### config.mk
export PLATFORM = sky130hd
export DESIGN_NAME = pipeline_latch_skid_flat
export DESIGN_NICKNAME = d
export VERILOG_FILES = /design/src/rtl/pipe_pkg.sv /design/src/rtl/pipeline_latch_skid_if.sv /design/src/rtl/pipeline_latch_skid_sat_counter.sv /design/src/rtl/pipeline_latch_skid.sv /design/src/flat_wrapper.sv
export SDC_FILE = /design/constraint.sdc
export NUM_CORES = 1
export LEC_CHECK = 0
export ABC_AREA = 1
export CORE_ASPECT_RATIO = 0.9
export CORE_UTILIZATION = 45
export DETAILED_ROUTE_END_ITERATION = 8
export GPL_ROUTABILITY_DRIVEN = 0
export GPL_TIMING_DRIVEN = 0
export PLACE_DENSITY = 0.82
export SYNTH_ARGS = -nofsm -noshare
export SYNTH_HDL_FRONTEND = slang
export SYNTH_SLANG_ARGS = --single-unit
### constraint.sdc
create_clock -name CLK -period 4 [get_ports CLK]
set_input_delay 0.4 -clock CLK [delete_from_list [all_inputs] [get_ports CLK]]
set_output_delay 0.4 -clock CLK [all_outputs]
set_load 0.02 [all_outputs]
### src/rtl/pipe_pkg.sv
// Shared pipeline types for the stage latches.
// latch_state_t : occupancy state of a skid latch; its encoding is the
//                 occupancy count itself (0, 1 or 2 entries held).
package pipe_pkg;

    typedef enum logic [1:0] {
        LS_EMPTY = 2'd0,
        LS_ONE   = 2'd1,
        LS_FULL  = 2'd2
    } latch_state_t;

    // Occupancy is reported as the raw state encoding.
    function automatic logic [1:0] occupancy_of(latch_state_t s);
        return 2'(s);
    endfunction

endpackage

### src/rtl/pipeline_latch_skid_if.sv
// Handshake bundle between a pipeline stage and its skid latch.
// Upstream side : flush, in_valid, in_data, in_ready
// Downstream    : out_valid, out_ready, out_data
// Monitoring    : occupancy (0..2), stall_count (saturating)
// master modport is the surrounding pipeline; slave is the latch.
interface pipeline_latch_skid_if #(
    parameter int unsigned WIDTH = 32,
    parameter int unsigned CNT_W = 16
);
    logic             flush;
    logic             in_valid;
    logic             in_ready;
    logic [WIDTH-1:0] in_data;
    logic             out_valid;
    logic             out_ready;
    logic [WIDTH-1:0] out_data;
    logic [1:0]       occupancy;
    logic [CNT_W-1:0] stall_count;

    modport master (
        output flush, in_valid, in_data, out_ready,
        input  in_ready, out_valid, out_data, occupancy, stall_count
    );

    modport slave (
        input  flush, in_valid, in_data, out_ready,
        output in_ready, out_valid, out_data, occupancy, stall_count
    );
endinterface

### src/rtl/pipeline_latch_skid_sat_counter.sv
// sat_counter: synchronous active-low cleared up-counter that sticks at
// all-ones instead of wrapping.
// Ports: CLK (rising edge), nRST (sync, active low), inc (count enable),
//        count (current value).
module sat_counter #(
    parameter int unsigned W = 16
) (
    input  logic         CLK,
    input  logic         nRST,
    input  logic         inc,
    output logic [W-1:0] count
);

    logic [W-1:0] count_q;
    logic [W-1:0] count_d;

    always_comb begin
        count_d = count_q;
        if (inc && (count_q != '1)) begin
            count_d = count_q + W'(1);
        end
    end

    always_ff @(posedge CLK) begin
        if (!nRST) begin
            count_q <= '0;
        end else begin
            count_q <= count_d;
        end
    end

    assign count = count_q;

endmodule

### src/rtl/pipeline_latch_skid.sv
// pipeline_latch_skid: valid/ready stage latch with a 2-entry skid buffer.
// in_ready depends only on registered state, cutting the combinational
// ready path from downstream to upstream stall logic.
// Ports: CLK, nRST (sync, active low), bus (slave side of
//        pipeline_latch_skid_if: flush, in_*, out_*, occupancy, stall_count).
// out_data is driven straight from the main (head) entry register.
module pipeline_latch_skid #(
    parameter int unsigned     WIDTH     = 32,
    parameter logic [WIDTH-1:0] FLUSH_VAL = '0,
    parameter int unsigned     CNT_W     = 16
) (
    input  logic                  CLK,
    input  logic                  nRST,
    pipeline_latch_skid_if.slave  bus
);
    import pipe_pkg::*;

    latch_state_t     state_q, state_d;
    logic [WIDTH-1:0] main_q, main_d;
    logic [WIDTH-1:0] skid_q, skid_d;
    logic             in_ready;
    logic             out_valid;
    logic             in_fire;
    logic             out_fire;
    logic [CNT_W-1:0] stall_count;

    always_comb begin
        state_d   = state_q;
        main_d    = main_q;
        skid_d    = skid_q;
        in_ready  = (state_q != LS_FULL);
        out_valid = (state_q != LS_EMPTY);
        in_fire   = bus.in_valid & in_ready;
        out_fire  = out_valid & bus.out_ready;

        if (bus.flush) begin
            // Any same-cycle input is dropped; a same-cycle output has
            // already been taken downstream, so nothing needs replaying.
            state_d = LS_EMPTY;
            main_d  = FLUSH_VAL;
            skid_d  = FLUSH_VAL;
        end else begin
            unique case (state_q)
                LS_EMPTY: begin
                    if (in_fire) begin
                        main_d  = bus.in_data;
                        state_d = LS_ONE;
                    end
                end
                LS_ONE: begin
                    if (in_fire && out_fire) begin
                        main_d = bus.in_data;
                    end else if (in_fire) begin
                        skid_d  = bus.in_data;
                        state_d = LS_FULL;
                    end else if (out_fire) begin
                        state_d = LS_EMPTY;
                    end
                end
                LS_FULL: begin
                    // in_ready is low here, so only the drain can happen.
                    if (out_fire) begin
                        main_d  = skid_q;
                        state_d = LS_ONE;
                    end
                end
                default: begin
                    state_d = LS_EMPTY;
                end
            endcase
        end
    end

    always_ff @(posedge CLK) begin
        if (!nRST) begin
            state_q <= LS_EMPTY;
            main_q  <= FLUSH_VAL;
            skid_q  <= FLUSH_VAL;
        end else begin
            state_q <= state_d;
            main_q  <= main_d;
            skid_q  <= skid_d;
        end
    end

    sat_counter #(
        .W (CNT_W)
    ) u_stall_cnt (
        .CLK   (CLK),
        .nRST  (nRST),
        .inc   (out_valid & ~bus.out_ready),
        .count (stall_count)
    );

    assign bus.in_ready    = in_ready;
    assign bus.out_valid   = out_valid;
    assign bus.out_data    = main_q;
    assign bus.occupancy   = occupancy_of(state_q);
    assign bus.stall_count = stall_count;

endmodule

### src/flat_wrapper.sv
// flat-port wrapper written by rule: the top's interface ports become plain ports
module pipeline_latch_skid_flat import pipe_pkg::*;
#(
    parameter int unsigned     WIDTH     = 32,
    parameter logic [WIDTH-1:0] FLUSH_VAL = '0,
    parameter int unsigned     CNT_W     = 16
)
  (CLK, nRST, bus_flush, bus_in_valid, bus_in_data, bus_out_ready, bus_in_ready, bus_out_valid, bus_out_data, bus_occupancy, bus_stall_count);
  pipeline_latch_skid_if #(.WIDTH(WIDTH), .CNT_W(CNT_W)) bus_i ();
  input  logic CLK;
  input  logic nRST;
  input wire logic [$bits(bus_i.flush)-1:0] bus_flush;
  input wire logic [$bits(bus_i.in_valid)-1:0] bus_in_valid;
  input wire logic [$bits(bus_i.in_data)-1:0] bus_in_data;
  input wire logic [$bits(bus_i.out_ready)-1:0] bus_out_ready;
  output wire logic [$bits(bus_i.in_ready)-1:0] bus_in_ready;
  output wire logic [$bits(bus_i.out_valid)-1:0] bus_out_valid;
  output wire logic [$bits(bus_i.out_data)-1:0] bus_out_data;
  output wire logic [$bits(bus_i.occupancy)-1:0] bus_occupancy;
  output wire logic [$bits(bus_i.stall_count)-1:0] bus_stall_count;
  assign bus_i.flush = bus_flush;
  assign bus_i.in_valid = bus_in_valid;
  assign bus_i.in_data = bus_in_data;
  assign bus_i.out_ready = bus_out_ready;
  assign bus_in_ready = bus_i.in_ready;
  assign bus_out_valid = bus_i.out_valid;
  assign bus_out_data = bus_i.out_data;
  assign bus_occupancy = bus_i.occupancy;
  assign bus_stall_count = bus_i.stall_count;
  pipeline_latch_skid #(.WIDTH(WIDTH), .FLUSH_VAL(FLUSH_VAL), .CNT_W(CNT_W)) u_core (.CLK(CLK), .nRST(nRST), .bus(bus_i));
endmodule
==> results of run 1 <==
where the power goes:
part / leakage (nW) / internal (W) / switching, W
Sequential: 0.664 / 0.000830 / 0.00000943
Clock: 0.106 / 0.000307 / 0.000304
Combinational: 1.14 / 0.0000843 / 0.000100
cell families (layout without fill, tap and decap cells):
family | Yosys count | count (layout)
AND/OR/NAND/NOR | 324 | 324
AO/OA/AOI/OAI | 86 | 86
XOR/XNOR | 1 | 1
adder cells (fa/ha/maj) | 1 | 1
flip-flops | 82 | 82
buffers and inverters | 58 | 161
worst max-delay path, delay by kind of cell, from the launching register on:
| family | cells | cell delay [ps] |
|---|---|---|
| and+or+nand+nor | 1 | 120 |
| DFF | 1 | 450 |
| buffers and inverters | 4 | 1240 |
area by class of cell:
class / count / area [µm²] / share of cell area (%)
multi-input cells: 412 / 1740 / 36.1
plain buffers: 28 / 131 / 2.73
repair buffers: 87 / 871 / 18.1
inverters: 30 / 113 / 2.34
clock inverters: 6 / 66.3 / 1.38
well taps: 96 / 120 / 2.49
flip-flops and latches: 82 / 1640 / 34.1
clock buffers: 10 / 138 / 2.86
worst max path at each step:
| stage | depth (start not counted) | endpoint | slack, ps |
|---|---|---|---|
| finish | 5 | bus_in_ready | 1450 |
| global route | 5 | bus_in_ready | 1310 |
| CTS | 5 | bus_in_ready | 1450 |
| detailed placement | 5 | bus_in_ready | 1820 |
| global placement | 5 | bus_in_ready | 1890 |
| floorplan | 7 | u_core.u_stall_cnt.count[11] | 2410 |
state kept, by name, summed over array words and instances (netlist names):
register                  count
u_core.bus.occupancy          2
u_core.skid_q                32
u_core.bus.out_data          32
u_core.u_stall_cnt.count     16
layer usage:
layer | wire, µm | share of wire (%) | global-route usage [%]
met3 | 649 | 6.8 | 5.14
met1 | 4220 | 44 | 29.0
met4 | 171 | 1.8 | 10.4
met2 | 4470 | 47 | 38.9
met5 | 0 | 0 | 0
stage by stage:
step | setup WS (ps) | hold slack [ps] | cells | instance area [µm²]
2_1_floorplan | 2410 | 434 | 552 | 3620
3_3_place_gp | 1890 | 446 | 735 | 4620
3_5_place_dp | 1820 | 455 | 735 | 4620
4_1_cts | 1450 | 382 | 751 | 4820
5_1_grt | 1310 | 404 | 751 | 4820
6_report | 1450 | 393 | 751 | 4820
cells in the final DEF (no fill, tap or decap):
cell type / n
nand4_1: 4
nand2_1: 242
buf_2: 12
bufinv_16: 1
inv_2: 4
a21oi_1: 69
o21ai_0: 6
nor2_1: 53
clkbuf_8: 10
o21ai_2: 2
nand3_1: 17
or2_2: 1
clkinv_2: 2
clkbuf_1: 13
nor3_1: 3
and2_1: 2
nand2_2: 1
ha_1: 1
clkinv_4: 3
a211oi_1: 6
buf_4: 3
xnor2_1: 1
inv_1: 26
o21ai_1: 3
nand3b_1: 1
clkdlybuf4s50_1: 87
dfxtp_1: 82
==> impl_results.rst, run 1 <==
.. list-table::
   :header-rows: 1

   * - Metric
     - Value
   * - Outcome
     - complete, no violations
   * - Category of the most critical setup path
     - flip-flop to output port
   * - Number of buffers inserted by port buffering
     - 87
   * - Hold Vio Cnt, Final
     - 0
   * - Via count of the first global-routing pass
     - 3,518
   * - MaxCap Viol Count
     - 0
   * - Power Total
     - 0.00163 W
   * - Number of nets in the synthesized netlist
     - 590
   * - Clock tree root driver cell
     - clkbuf_8
   * - Unique cell type count in the Yosys netlist
     - 22
   * - Drt via density
     - just over 5
   * - Total wire length
     - 9520 µm
   * - Finished Core Util
     - a little over three fifths
   * - Max transition margin
     - approximately 65%
   * - Overall global routing resource usage
     - a little under a quarter
   * - Wire length of the first global-routing pass
     - 15,800 µm
   * - Hold Path Sink
     - u_core.u_stall_cnt.count[14]
   * - H-tree depth
     - 3
   * - Antenna Violating Nets Remaining
     - 0
   * - Vertical extent of the die
     - 87.1 µm
   * - Number of DRC violations after detailed-routing iteration 0
     - 171
   * - Start point of the worst hold path
     - nRST
   * - Antenna violations before repair
     - 0
   * - Share of Yosys cell area claimed by the top area cell type
     - between 40% and 50%
   * - Synthesized cell area
     - 3620 µm²
   * - First-pass DRT Iterations
     - 5
   * - Synth Area in Compound Gates
     - between 10% and 20%
   * - Final period demand of the worst path
     - 2550 ps
   * - Depth of the worst register-to-register path
     - 7
   * - Buffers from clock root to sink, at most
     - 2
   * - Cell with the largest stage delay on the worst path
     - clkdlybuf4s50_1
   * - Endpoints failing setup
     - 0
   * - Leakage power
     - 1.91 nW
   * - Fraction of layout instances using a drive strength above 1
     - 5.95%
   * - IR drop worst, VDD
     - 266 µV
   * - Nature of the critical path startpoint
     - flip-flop
   * - Number of warnings issued by yosys
     - 0
   * - Share of the synthesized netlist area taken by xor and xnor gates
     - 0.242%
   * - Critical path startpoint
     - u_core.bus.occupancy[0]
   * - Maximum single-stage delay on the critical path
     - 650 ps
   * - Combinational family with the most area after synthesis
     - simple AND/OR/NAND/NOR gates
   * - Adder and majority gate portion of the synthesized area
     - 0.345%
   * - Cell type with the largest total area after synthesis
     - dfxtp_1
   * - Leading cell types by count after synthesis
     - nand2_1, dfxtp_1, a21oi_1
   * - Clock buffers created by TritonCTS
     - 9
   * - R2R Path End
     - u_core.u_stall_cnt.count[15]
   * - Row count
     - 30
   * - Synthesis-stage register bit count
     - 82
   * - Cells taking the most area after synthesis
     - dfxtp_1, nand2_1, a21oi_1
   * - Number of I/O pins
     - 89
   * - Total setup buffers inserted after CTS
     - 0
   * - Proportion of synthesized area in mux cells
     - 0%
   * - Async set or reset register ratio after synthesis
     - 0%
   * - Pin count of the biggest net entering global routing
     - 15
   * - Worst EP required
     - 3600 ps
   * - Clock latency on the worst-skew pair
     - 350 ps
   * - Simple logic cell fraction of the synthesized area
     - 34.9%
   * - Sum of negative setup slack
     - 0 ps
   * - Sinks on the clock net
     - 82
   * - Post-CTS Hold Buffers
     - 0
   * - Worst Tran Pin Value
     - 521 ps
   * - Mean post-synth cell area
     - between 6 and 7 µm²
   * - Core Area
     - between 7000 and 8000 µm²
   * - Initial Util
     - 47.3%
   * - Routed wirelength normalized by instance count
     - ~13 µm
   * - Ordered cell list for the critical path
     - inv_2, nand2_2, buf_2, buf_2, clkdlybuf4s50_1
   * - Hold Crit Class
     - primary input to flip-flop
   * - Post-synth EDFFs
     - 0
   * - CTS-repair resized insts
     - 0
   * - Half-perimeter wire length after placement
     - 7020 µm
   * - Startpoint of the lowest-slack register-to-register path
     - u_core.u_stall_cnt.count[0]
   * - Most used DFF post-synth
     - dfxtp_1
   * - Arrival time at the worst endpoint
     - 2150 ps
   * - R2R setup slack
     - ~2300 ps
   * - Cell depth of the worst min-delay path
     - 3
   * - Timing-limited maximum frequency
     - around 400 MHz
   * - Ratio of final minimum period to clock period
     - 63.8%
   * - Area enclosed by the die boundary
     - 8420 µm²
   * - Fraction of the yosys area taken by sequential cells
     - 45.3%
   * - Most frequent cell after synthesis
     - nand2_1
   * - CTS tree
     - done
   * - Area growth syn-to-layout
     - 33.0%
   * - Maximum fanout count along the critical path
     - 10
   * - Via count
     - between 3,000 and 4,000
   * - Power per Cell Area
     - 339 nW/µm²
   * - Fill cell instance count of the final layout
     - 700
   * - Final layout net count
     - about 690
   * - Total grt overflow
     - 0
   * - Antenna Cells
     - 0
   * - Fin. max-slew vios
     - 0
   * - Reg clk slew, reported paths
     - 90 ps
   * - Number of instances in the synthesized netlist
     - 552
   * - Clk_skew
     - 7.97 ps
   * - Cell mode on critical path
     - buf_2
   * - Kind of capture point of the worst setup path
     - output port
   * - Width of the die
     - 96.6 µm
   * - Count of unresolved DRC violations after routing
     - 0
   * - Setup repair after global routing missed its margin
     - false
Power figures use the tool's default switching activity.
==> run 2: changes to the inputs <==
==> constraint.sdc (replaced) <==
create_clock -name CLK -period 2.5 [get_ports CLK]
set_input_delay 0.25 -clock CLK [delete_from_list [all_inputs] [get_ports CLK]]
set_output_delay 0.25 -clock CLK [all_outputs]
set_load 0.02 [all_outputs]
==> run 2 against run 1 <==
Sequential power is 60% higher; count of clock-buffer cells in the layout stayed put; highest routed layer unchanged; flip-flop and latch count stayed put; die area stayed put.
==> impl_results.rst, run 2 (synthesis results as in run 1) <==
.. list-table::
   :header-rows: 1

   * - Metric
     - Value
   * - Outcome
     - complete, no violations
   * - Number of I/O pins
     - 89
   * - Count of placed standard cells in the final layout, fillers left out
     - 751
   * - Final period demand of the worst path
     - 2010 ps
   * - Max transition margin
     - 65.0%
   * - Hold Vio Cnt, Final
     - 0
   * - Ratio of final minimum period to clock period
     - 80.5%
   * - Leakage power
     - 1.91 nW
   * - Antenna Violating Nets Remaining
     - 0
   * - Worst EP required
     - 2250 ps
   * - Overall global routing resource usage
     - around a quarter
   * - Core Area
     - approximately 7700 µm²
   * - Antenna Cells
     - 0
   * - Reg clk slew, reported paths
     - 90 ps
   * - Antenna violations before repair
     - 0
   * - Number of buffers inserted by port buffering
     - 87
   * - Pin count of the biggest net entering global routing
     - 15
   * - Endpoints failing setup
     - 0
   * - Most common cell after layout, fill and taps aside
     - nand2_1
   * - Via count of the first global-routing pass
     - between 3,000 and 4,000
   * - Startpoint of the lowest-slack register-to-register path
     - u_core.u_stall_cnt.count[0]
   * - Final layout net count
     - a little under 700
   * - H-tree depth
     - 3
   * - Worst Slack Setup Final
     - 488 ps
   * - Maximum fanout count along the critical path
     - 10
   * - Nature of the critical path startpoint
     - flip-flop
   * - Start point of the worst hold path
     - nRST
   * - Clk_skew
     - 8.75 ps
   * - Hold Path Sink
     - u_core.u_stall_cnt.count[14]
   * - Fraction of layout instances using a drive strength above 1
     - 5.95%
   * - Setup repair after global routing missed its margin
     - false
   * - R2R setup slack
     - 770 ps
   * - Met2 routed WL
     - 4460 µm
   * - Routed wirelength normalized by instance count
     - 12.7 µm
   * - Clock buffers created by TritonCTS
     - 9
   * - Worst Tran Pin Value
     - 525 ps
   * - Placement Setup Slack
     - 475 ps
   * - Count of unresolved DRC violations after routing
     - 0
   * - Area growth syn-to-layout
     - 33.0%
   * - Area enclosed by the die boundary
     - 8420 µm²
   * - Fill cell instance count of the final layout
     - 699
   * - Hold Crit Class
     - primary input to flip-flop
   * - Sinks on the clock net
     - 82
   * - IR drop worst, VDD
     - 428 µV
   * - Via count
     - between 3,000 and 4,000
   * - Half-perimeter wire length after placement
     - 7020 µm
   * - Depth of the worst register-to-register path
     - 7
   * - Fin. max-slew vios
     - 0
   * - Arrival time at the worst endpoint
     - 1760 ps
   * - Post-placement cell count
     - approximately 740
   * - Vertical extent of the die
     - 87.1 µm
   * - Total grt overflow
     - 0
   * - Drt via density
     - 5.00
   * - Timing-limited maximum frequency
     - a little under 500 MHz
   * - Width of the die
     - 96.6 µm
   * - Cell Area, Placed
     - 4620 µm²
   * - Number of DRC violations after detailed-routing iteration 0
     - 176
   * - Commonest non-fill, non-tap cells in the layout
     - nand2_1, clkdlybuf4s50_1, dfxtp_1
   * - Highest routed layer
     - met4
   * - Power per Cell Area
     - roughly 540 nW/µm²
   * - Sum of negative setup slack
     - 0 ps
   * - First-pass DRT Iterations
     - 5
   * - MaxCap Viol Count
     - 0
   * - Clock tree root driver cell
     - clkbuf_8
   * - Wire length of the first global-routing pass
     - 15,800 µm
   * - Total wire length
     - 9520 µm
   * - CTS tree
     - done
   * - Kind of capture point of the worst setup path
     - output port
   * - Buffers from clock root to sink, at most
     - 2
   * - Final Instance Area
     - around 4800 µm²
   * - Category of the most critical setup path
     - flip-flop to output port
   * - R2R Path End
     - u_core.u_stall_cnt.count[15]
   * - Cell depth of the worst min-delay path
     - 3
   * - Row count
     - 30
   * - Routed metal-1 wire length
     - 4280 µm
   * - Clock latency on the worst-skew pair
     - 350 ps
   * - Initial Util
     - about 47%
   * - Worst hold slack after final layout
     - 245 ps
   * - Metal3 WL
     - a little over 600 µm
-- run 2: changes by cell type in the layout (fill, tap and decap cells not counted), sizes merged --
cell and change:
clkdlybuf4s50 -1, dlymetal6s2s +1
-- run 2: critical path, cell delays in order (launching register included) --
cell and delay [ps]:
dfxtp_1 450, inv_2 80, nand2_2 120, buf_2 250, buf_2 260, dlymetal6s2s_1 260
-- run 2: how the worst max path moves through the flow --
stage / startpoint / endpoint / slack [ps] / cells after the start
3_3_place_gp: u_core.bus.occupancy[0] / bus_in_ready / 540 / 5
6_report: u_core.bus.occupancy[0] / bus_in_ready / 490 / 5
3_5_place_dp: u_core.bus.occupancy[0] / bus_in_ready / 470 / 5
5_1_grt: u_core.bus.occupancy[0] / bus_in_ready / 350 / 5
4_1_cts: u_core.bus.occupancy[0] / bus_in_ready / 100 / 5
2_1_floorplan: u_core.u_stall_cnt.count[0] / u_core.u_stall_cnt.count[11] / 910 / 7
-- run 2: final cells by class --
| cell class | instances | area, µm² | share of cell area [%] |
|---|---|---|---|
| buffer | 28 | 131 | 2.72 |
| clock buffer | 10 | 138 | 2.85 |
| clock inverter | 6 | 66.3 | 1.38 |
| inverter | 30 | 113 | 2.34 |
| multi-input combinational | 412 | 1740 | 36.1 |
| sequential | 82 | 1640 | 34.0 |
| tap | 96 | 120 | 2.49 |
| timing repair buffer | 87 | 873 | 18.1 |
-- run 2: metal layers --
metal,vias to the layer above,global-route usage (%)
li1,1932,-
met1,1696,29.0
met2,117,38.9
met3,11,5.14
met4,0,10.4
met5,-,0
-- run 2: where the power goes --
part           internal [W]  switching, W  total (W)  leakage (nW)
Clock              0.000491      0.000486   0.000976         0.106
Sequential          0.00133     0.0000151    0.00134         0.664
Combinational      0.000135      0.000160   0.000295          1.14
Total               0.00195      0.000661    0.00262          1.91
-- run 2: what timing repair did --
action / 4_1_cts / 5_1_grt
resized for setup: 0 / 1
setup buffers: 0 / 0
setup endpoints to repair: 0 / 1
hold buffers: 0 / 0
-- run 2: metrics by stage --
stage,power (W),util [%]
after floorplan,0.00152,-
after global placement,0.00166,60.3
after detailed placement,0.00167,60.3
after CTS,0.00263,62.9
after global routing,0.00273,63.0
final,0.00262,63.0
